**config.mk**
```make
export PLATFORM = sky130hd
export DESIGN_NAME = stopwatch_lap_dp
export DESIGN_NICKNAME = d
export VERILOG_FILES = /design/src/rtl/stopwatch_lap_dp.sv
export SDC_FILE = /design/constraint.sdc
export NUM_CORES = 1
export LEC_CHECK = 0
export CAP_MARGIN = 10
export CORE_MARGIN = 1
export CORE_UTILIZATION = 45
export DETAILED_ROUTE_END_ITERATION = 10
export PLACE_DENSITY = 0.66
export SYNTH_ARGS = -nofsm -noshare
export SYNTH_HDL_FRONTEND = slang
export SYNTH_SLANG_ARGS = --single-unit
```
**constraint.sdc**
```tcl
create_clock -name clk -period 5.6 [get_ports clk]
set_input_delay 1.4 -clock clk [delete_from_list [all_inputs] [get_ports clk]]
set_output_delay 1.4 -clock clk [all_outputs]
set_load 0.01 [all_outputs]
```
**src/rtl/stopwatch_lap_dp.sv**
```systemverilog
// hh:mm:ss.cc stopwatch/timer datapath with up/down counting, preset load and a FWFT lap buffer.
// Define LAP_DELTA_EN to store split times (elapsed since the previous lap) instead of absolute times.
module stopwatch_lap_dp #(
  parameter int CLK_HZ    = 100_000_000,
  parameter int TICK_HZ   = 100,
  parameter int LAP_DEPTH = 4,
  parameter int HOUR_MAX  = 24
) (
  input  logic                         clk,
  input  logic                         rst,
  input  logic                         i_run,
  input  logic                         i_mode_down,
  input  logic                         i_clear,
  input  logic                         i_load,
  input  logic [23:0]                  i_load_time,
  input  logic                         i_lap,
  input  logic                         i_lap_rd,
  output logic [6:0]                   msec,
  output logic [5:0]                   sec,
  output logic [5:0]                   min,
  output logic [4:0]                   hour,
  output logic [23:0]                  o_lap_time,
  output logic                         o_lap_valid,
  output logic [$clog2(LAP_DEPTH):0]   o_lap_count,
  output logic                         o_lap_drop,
  output logic                         o_rollover,
  output logic                         o_expired
);
  localparam int DIV = CLK_HZ / TICK_HZ;
  localparam int PSW = (DIV > 1) ? $clog2(DIV) : 1;
  localparam int PW  = (LAP_DEPTH > 1) ? $clog2(LAP_DEPTH) : 1;
  localparam int CW  = PW + 1;
  localparam logic [PSW-1:0] PS_LAST  = PSW'(DIV - 1);
  localparam logic [4:0]     H_LAST   = 5'(HOUR_MAX - 1);
  localparam logic [CW-1:0]  FULL_CNT = CW'(LAP_DEPTH);

  logic [PSW-1:0] presc;
  logic           run_en, tick;
  logic [23:0]    cur_time, load_sat, lap_entry;
  logic [6:0]     nx_cs;
  logic [5:0]     nx_s, nx_m;
  logic [4:0]     nx_h;
  logic           nx_roll, nx_exp;

  assign run_en   = i_run && !o_expired;
  assign tick     = run_en && (presc == PS_LAST);
  assign cur_time = {hour, min, sec, msec};

  always_comb begin
    load_sat[23:19] = (i_load_time[23:19] > H_LAST) ? H_LAST : i_load_time[23:19];
    load_sat[18:13] = (i_load_time[18:13] > 6'd59) ? 6'd59 : i_load_time[18:13];
    load_sat[12:7]  = (i_load_time[12:7]  > 6'd59) ? 6'd59 : i_load_time[12:7];
    load_sat[6:0]   = (i_load_time[6:0]   > 7'd99) ? 7'd99 : i_load_time[6:0];
  end

  // All four fields resolve their carry/borrow chain combinationally so they change on one edge.
  always_comb begin
    nx_cs   = msec;
    nx_s    = sec;
    nx_m    = min;
    nx_h    = hour;
    nx_roll = 1'b0;
    nx_exp  = 1'b0;
    if (!i_mode_down) begin
      if (msec != 7'd99) nx_cs = msec + 7'd1;
      else begin
        nx_cs = 7'd0;
        if (sec != 6'd59) nx_s = sec + 6'd1;
        else begin
          nx_s = 6'd0;
          if (min != 6'd59) nx_m = min + 6'd1;
          else begin
            nx_m = 6'd0;
            if (hour != H_LAST) nx_h = hour + 5'd1;
            else begin
              nx_h    = 5'd0;
              nx_roll = 1'b1;
            end
          end
        end
      end
    end else if (cur_time == 24'd0) begin
      nx_exp = 1'b1;
    end else begin
      if (msec != 7'd0) nx_cs = msec - 7'd1;
      else begin
        nx_cs = 7'd99;
        if (sec != 6'd0) nx_s = sec - 6'd1;
        else begin
          nx_s = 6'd59;
          if (min != 6'd0) nx_m = min - 6'd1;
          else begin
            nx_m = 6'd59;
            nx_h = hour - 5'd1;
          end
        end
      end
      nx_exp = ({nx_h, nx_m, nx_s, nx_cs} == 24'd0);
    end
  end

  always_ff @(posedge clk or posedge rst) begin
    if (rst) begin
      presc      <= '0;
      {hour, min, sec, msec} <= 24'd0;
      o_rollover <= 1'b0;
      o_expired  <= 1'b0;
    end else if (i_clear) begin
      presc      <= '0;
      {hour, min, sec, msec} <= 24'd0;
      o_rollover <= 1'b0;
      o_expired  <= 1'b0;
    end else if (i_load) begin
      presc      <= '0;
      {hour, min, sec, msec} <= load_sat;
      o_rollover <= 1'b0;
      o_expired  <= 1'b0;
    end else begin
      o_rollover <= 1'b0;
      if (run_en) presc <= tick ? '0 : presc + PSW'(1);
      if (tick) begin
        {hour, min, sec, msec} <= {nx_h, nx_m, nx_s, nx_cs};
        o_rollover <= nx_roll;
        if (nx_exp) o_expired <= 1'b1;
      end
    end
  end

`ifdef LAP_DELTA_EN
  logic [23:0] mark;

  // Mixed-radix a - b with borrow; a negative result wraps modulo HOUR_MAX:60:60:100.
  function automatic logic [23:0] sub_time(input logic [23:0] a, input logic [23:0] b);
    logic [6:0] cs;
    logic [5:0] s, m;
    logic [4:0] h;
    logic       bc, bs, bm, bh;
    bc = a[6:0] < b[6:0];
    cs = a[6:0] - b[6:0] + (bc ? 7'd100 : 7'd0);
    bs = a[12:7] < (b[12:7] + {5'd0, bc});
    s  = a[12:7] - b[12:7] - {5'd0, bc} + (bs ? 6'd60 : 6'd0);
    bm = a[18:13] < (b[18:13] + {5'd0, bs});
    m  = a[18:13] - b[18:13] - {5'd0, bs} + (bm ? 6'd60 : 6'd0);
    bh = {1'b0, a[23:19]} < ({1'b0, b[23:19]} + {5'd0, bm});
    h  = a[23:19] - b[23:19] - {4'd0, bm} + (bh ? 5'(HOUR_MAX) : 5'd0);
    return {h, m, s, cs};
  endfunction

  assign lap_entry = i_mode_down ? sub_time(mark, cur_time) : sub_time(cur_time, mark);
`else
  assign lap_entry = cur_time;
`endif

  logic [23:0]   lap_mem [LAP_DEPTH];
  logic [PW-1:0] wr_ptr, rd_ptr;
  logic          full, pop, push;

  assign o_lap_valid = (o_lap_count != '0);
  assign full        = (o_lap_count == FULL_CNT);
  assign pop         = i_lap_rd && o_lap_valid;
  assign push        = i_lap && (!full || pop);
  assign o_lap_time  = o_lap_valid ? lap_mem[rd_ptr] : 24'd0;

  always_ff @(posedge clk or posedge rst) begin
    if (rst) begin
      wr_ptr      <= '0;
      rd_ptr      <= '0;
      o_lap_count <= '0;
      o_lap_drop  <= 1'b0;
    end else if (i_clear || i_load) begin
      wr_ptr      <= '0;
      rd_ptr      <= '0;
      o_lap_count <= '0;
      o_lap_drop  <= 1'b0;
    end else begin
      o_lap_drop <= i_lap && !push;
      if (push) wr_ptr <= wr_ptr + PW'(1);
      if (pop)  rd_ptr <= rd_ptr + PW'(1);
      if (push && !pop)      o_lap_count <= o_lap_count + CW'(1);
      else if (pop && !push) o_lap_count <= o_lap_count - CW'(1);
    end
  end

  always_ff @(posedge clk) begin
    if (push && !i_clear && !i_load) lap_mem[wr_ptr] <= lap_entry;
  end

`ifdef LAP_DELTA_EN
  always_ff @(posedge clk or posedge rst) begin
    if (rst)                              mark <= 24'd0;
    else if (i_clear)                     mark <= 24'd0;
    else if (i_load)                      mark <= load_sat;
    else if (push)                        mark <= cur_time;
  end
`endif

endmodule

```
=== Word-level counts from Yosys, hierarchy flattened ===
Memory sizes are Yosys's and may differ from the RTL's.
Cells that the tools add are included.
W data, S select, Z words.

* Order comparisons: 4
* Equal/unequal tests: 10
* Multiplexer cells: 80
* Reduce and logical (&&, ||, !) cells: 34
* Add/subtract/negate cells: 13

{| class="wikitable"
|+ Operator list
! kind !! number
|-
| $mux W6 || 26
|-
| $mux W20 || 4
|-
| $mux W5 || 15
|-
| $mux W7 || 10
|-
| $logic_not A24 Y1 || 2
|-
| $mux W24 || 1
|-
| $add A20 B1 Y20 const B || 1
|-
| $eq A20 B20 Y1 const B || 1
|-
| $mux W1 || 17
|-
| $ne A4 B4 Y1 const B || 4
|-
| $reduce_bool A3 Y1 || 5
|-
| $add A6 B1 Y6 const B || 2
|-
| $gt A6 B6 Y1 const B || 2
|-
| $ne A6 B6 Y1 const B || 2
|-
| $reduce_bool A6 Y1 || 2
|-
| $sub A6 B1 Y6 const B || 2
|-
| $logic_and A1 B1 Y1 || 9
|-
| $mux W3 || 3
|-
| $mux W2 || 4
|-
| $add A7 B1 Y7 const B || 1
|-
| $gt A7 B7 Y1 const B || 1
|-
| $ne A7 B7 Y1 const B || 1
|-
| $reduce_bool A7 Y1 || 1
|-
| $sub A7 B1 Y7 const B || 1
|-
| 15 further kinds || 24
|}

* Memories kept: 1
* Logic and storage cells: 153
* Output and inout port bits: 55
* Flip-flop bits (word level): 54
* Memory bits (writable): 96

{| class="wikitable"
|+ Memories
! name !! words !! width !! rd ports !! clocked after Yosys merged registers in !! write ports !! RTL line !! RTL
|-
| lap_mem || 4 || 24 || 1 || 0 || 1 || 154 || <nowiki>logic [23:0] lap_mem [LAP_DEPTH];</nowiki>
|}

=== Longest topological paths before layout ===
* Depth after elaboration: 13
* Depth in mapped cells: 10
* Depth with buffers taken out: 10

=== Least setup slack after synthesis ===
OpenSTA, ideal clock, no wires.

* Path kind: flip-flop to output port
* Start: register rd_ptr[0]
* End: output port o_lap_time[10]
* Slack: 2.454 ns
* Stages on the path, launching flop included: 5
* Data required time: 4.200 ns
* Arrival: 1.746 ns
* Buffers on the path: 2
* Cells stage by stage: dfrtp_1 clkbuf_1 buf_2 mux4_2 and2_1

* Word-level cells in the longest chain between the ends: 2

{| class="wikitable"
|+ RTL lines
! item !! RTL line !! RTL
|-
| start: declaration || 155 || <nowiki>logic [PW-1:0] wr_ptr, rd_ptr;</nowiki>
|-
| start signal: assignment || 178 || <nowiki>if (pop) rd_ptr <= rd_ptr + PW'(1);</nowiki>
|-
| $mem_v2 Z4 W24 || -- ||
|-
| $mux W24 || 162 || <nowiki>assign o_lap_time = o_lap_valid ? lap_mem[rd_ptr] : 24'd0;</nowiki>
|-
| end: declaration || 22 || <nowiki>output logic [23:0] o_lap_time,</nowiki>
|}

No other way between the ends.

=== Worst setup path after layout ===
* Start: register rd_ptr[1]
* End: output port o_lap_time[15]

The elaborated chain is that of the path after synthesis.

==> impl_metrics.ini <==
[status]
outcome = finished clean

[logic_synthesis]
mappedNetlistNets = 750
yosys_most_used_dff = edfxtp_1
syn_avg_cell_area_um2 = 11.43
syn_inst = 700
yosys_warnings = 0
synth_cell_types = 76
syn_area_um2 = 7999
synth_enable_flop_cells = 96
seq_area_frac_synth_pct = 52.93
ys_async_sr_fraction_pct = 36.00
synth-seq-cells = 150

[sta]
period_share_pct = 74.24
rsz0062_at_grt = no
hold_viol_final = 0
slew_headroom_pct = 13.75
setup_viol = 0
clock.fmax_mhz = 240.5
skew_ns = 0.009796
worst_pin_slew_ns = 1.294
finalMaxSlewViolations = 0
setup-tns-final_ns = 0
min_period_ns = 4.158

[die]
io_pins = 87
start_util_pct = 46.09
core_area_um2 = 17360
fp.dieArea_um2 = 18310
fp.dieH_um = 135.3
rows = 48
fp.dieW_um = 135.3

[layout]
post-route-util_pct = 55.02
num-nets-final = 822
final_cell_mix = edfxtp_1, clkdlybuf4s50_1, nor2_1, dfrtp_1, nand2_1
final_common_cell = edfxtp_1
fillers = 1441
drive_gt1_share_pct = 10.97
diodes = 0
area_growth_pct = 19.38

[clock_tree]
post_cts_buffers = 0
clkLatencyLatePin_ns = 0.42
htree_num_levels = 4
cts_tree = built
cts_resized = 0
hold_buffers = 0
clock_sinks = 150
root_buffer = clkbuf_16
cts_buffer_depth = 2
path_clk_slew_ns = 0.06
cts_inserted_buffers = 17

[drt]
detail-route-antenna-nets = 0
drt-total-wl_mm = 20.31
remaining_drc_errors = 0
vias = 6038
first_pass_iters = 5
initialDrtViolationCount = 582
post_drt_via_cell_ratio = 5.984
avgRoutedWirePerCell_um = 20.13

[worst_setup_path]
worst-path-max-fanout = 25
crit_path_end_kind = output pin
r2r-start = msec[0]
crit_path_start = rd_ptr[1]
cp.required_ns = 4.20
worst_r2r_path_depth = 8
start_kind = flop
critPathArrivalTime_ns = 2.76
path_class = flop to output pin

[pwr]
ir_drop_mv = 0.2096
power_density_nw_per_um2 = 299.9
p_leak_uw = 0.003438

[hold_path]
hold_depth = 2
hp-class = flop to flop
min_from = presc[10]

[grt]
grt_pass1_wl_mm = 32.47
grt_pass1_vias = 5963
grt_overflow = 0
grt_usage_pct = 23.49
grt_max_degree = 55
antenna_found_initial = 0

[job]
maxCapViolations = 0

[placement]
dp_hpwl_mm = 13.46
portBuffers = 86
place_congestion = 0.8842
-- routing by layer --
metal  vias to the layer above  global-route usage, %  share of wire (%)  routed length (um)
met2                       261                  38.32                 49                9919
met1                      2968                  31.40                 42                8542
met3                        40                  4.452                6.8                1372
met4                         0                  8.177                2.4                 480
li1                       2769                      -                  -                   -
met5                         -                      0                  0                   0
-- area by class of cell --
cell class                      count  area, um^2  area share [%]
Clock buffer                       17       425.4           4.455
Timing Repair Buffer               96       935.9           9.801
Clock inverter                     14       116.4           1.219
Multi-Input combinational cell    483        3466           36.29
Sequential cell                   150        4234           44.34
Tap cell                          225       281.5           2.948
Inverter                           24       90.09          0.9434
-- cell families after synthesis --
group           synth area share (%)
xor+xnor                       2.737
buf+inv                        3.738
fa+ha+maj                      2.909
mux                            7.821
simple gates                   16.66
compound gates                 13.20
flops                          52.93
-- worst max-delay path, cell delays in order, from the launching register on --
cell and delay [ns]:
dfrtp_1 1.20, mux4_2 0.47, and2_1 0.18, clkdlybuf4s50_1 0.48
-- power by group --
part	total, uW	internal, uW	switching, uW
sequential	1330	1230	99.9
clock	1050	576	477
combinational	483	229	254
-- sequential cells by signal, summed over array words and instances, names as in the netlist --
name	cells
o_lap_count	3
o_rollover	1
hour	5
min	6
msec	7
lap_mem	96
presc	20
sec	6
o_expired	1
rd_ptr	2
o_lap_drop	1
wr_ptr	2
-- per-stage QoR --
| stage | std cells | total power (uW) | instance area, um^2 | setup slack [ns] | hold WS, ns |
|---|---|---|---|---|---|
| floorplan | 700 | 1607 | 7999 | 2.454 | 0.5105 |
| global placement | 978 | 1815 | 9007 | 1.604 | 0.5332 |
| detailed placement | 978 | 1828 | 9007 | 1.426 | 0.5581 |
| CTS | 1009 | 2879 | 9549 | 1.421 | 0.5668 |
| global route | 1009 | 2978 | 9549 | 1.375 | 0.5752 |
| finish | 1009 | 2864 | 9549 | 1.442 | 0.5626 |
-- worst paths after layout --
kind	to	slack, ns
max reg2reg	min[2]	2.38
min in group asynchronous	min[3]	1.50
max	o_lap_time[15]	1.44
min	presc[10]	0.56
max in group asynchronous	msec[2]	3.64
min reg2reg	presc[10]	0.56
-- cells in the mapped netlist (7+ instances only) --
master,number,area share (%)
edfxtp_1,96,36
nor2_1,63,3.0
dfrtp_1,54,17
nand2_1,52,2.4
o21ai_0,42,2.6
a21oi_1,35,2.2
and2_1,30,2.3
nand3_1,30,1.9
clkbuf_1,26,1.2
mux4_2,24,6.8
inv_1,23,1.1
ha_1,17,2.7
xor2_1,16,1.8
nor3_1,12,0.75
nand4_1,11,0.86
xnor2_1,9,0.99
buf_2,8,0.50
o31ai_1,7,0.66
or3_1,7,0.55
(Power assumes the default switching activity.)
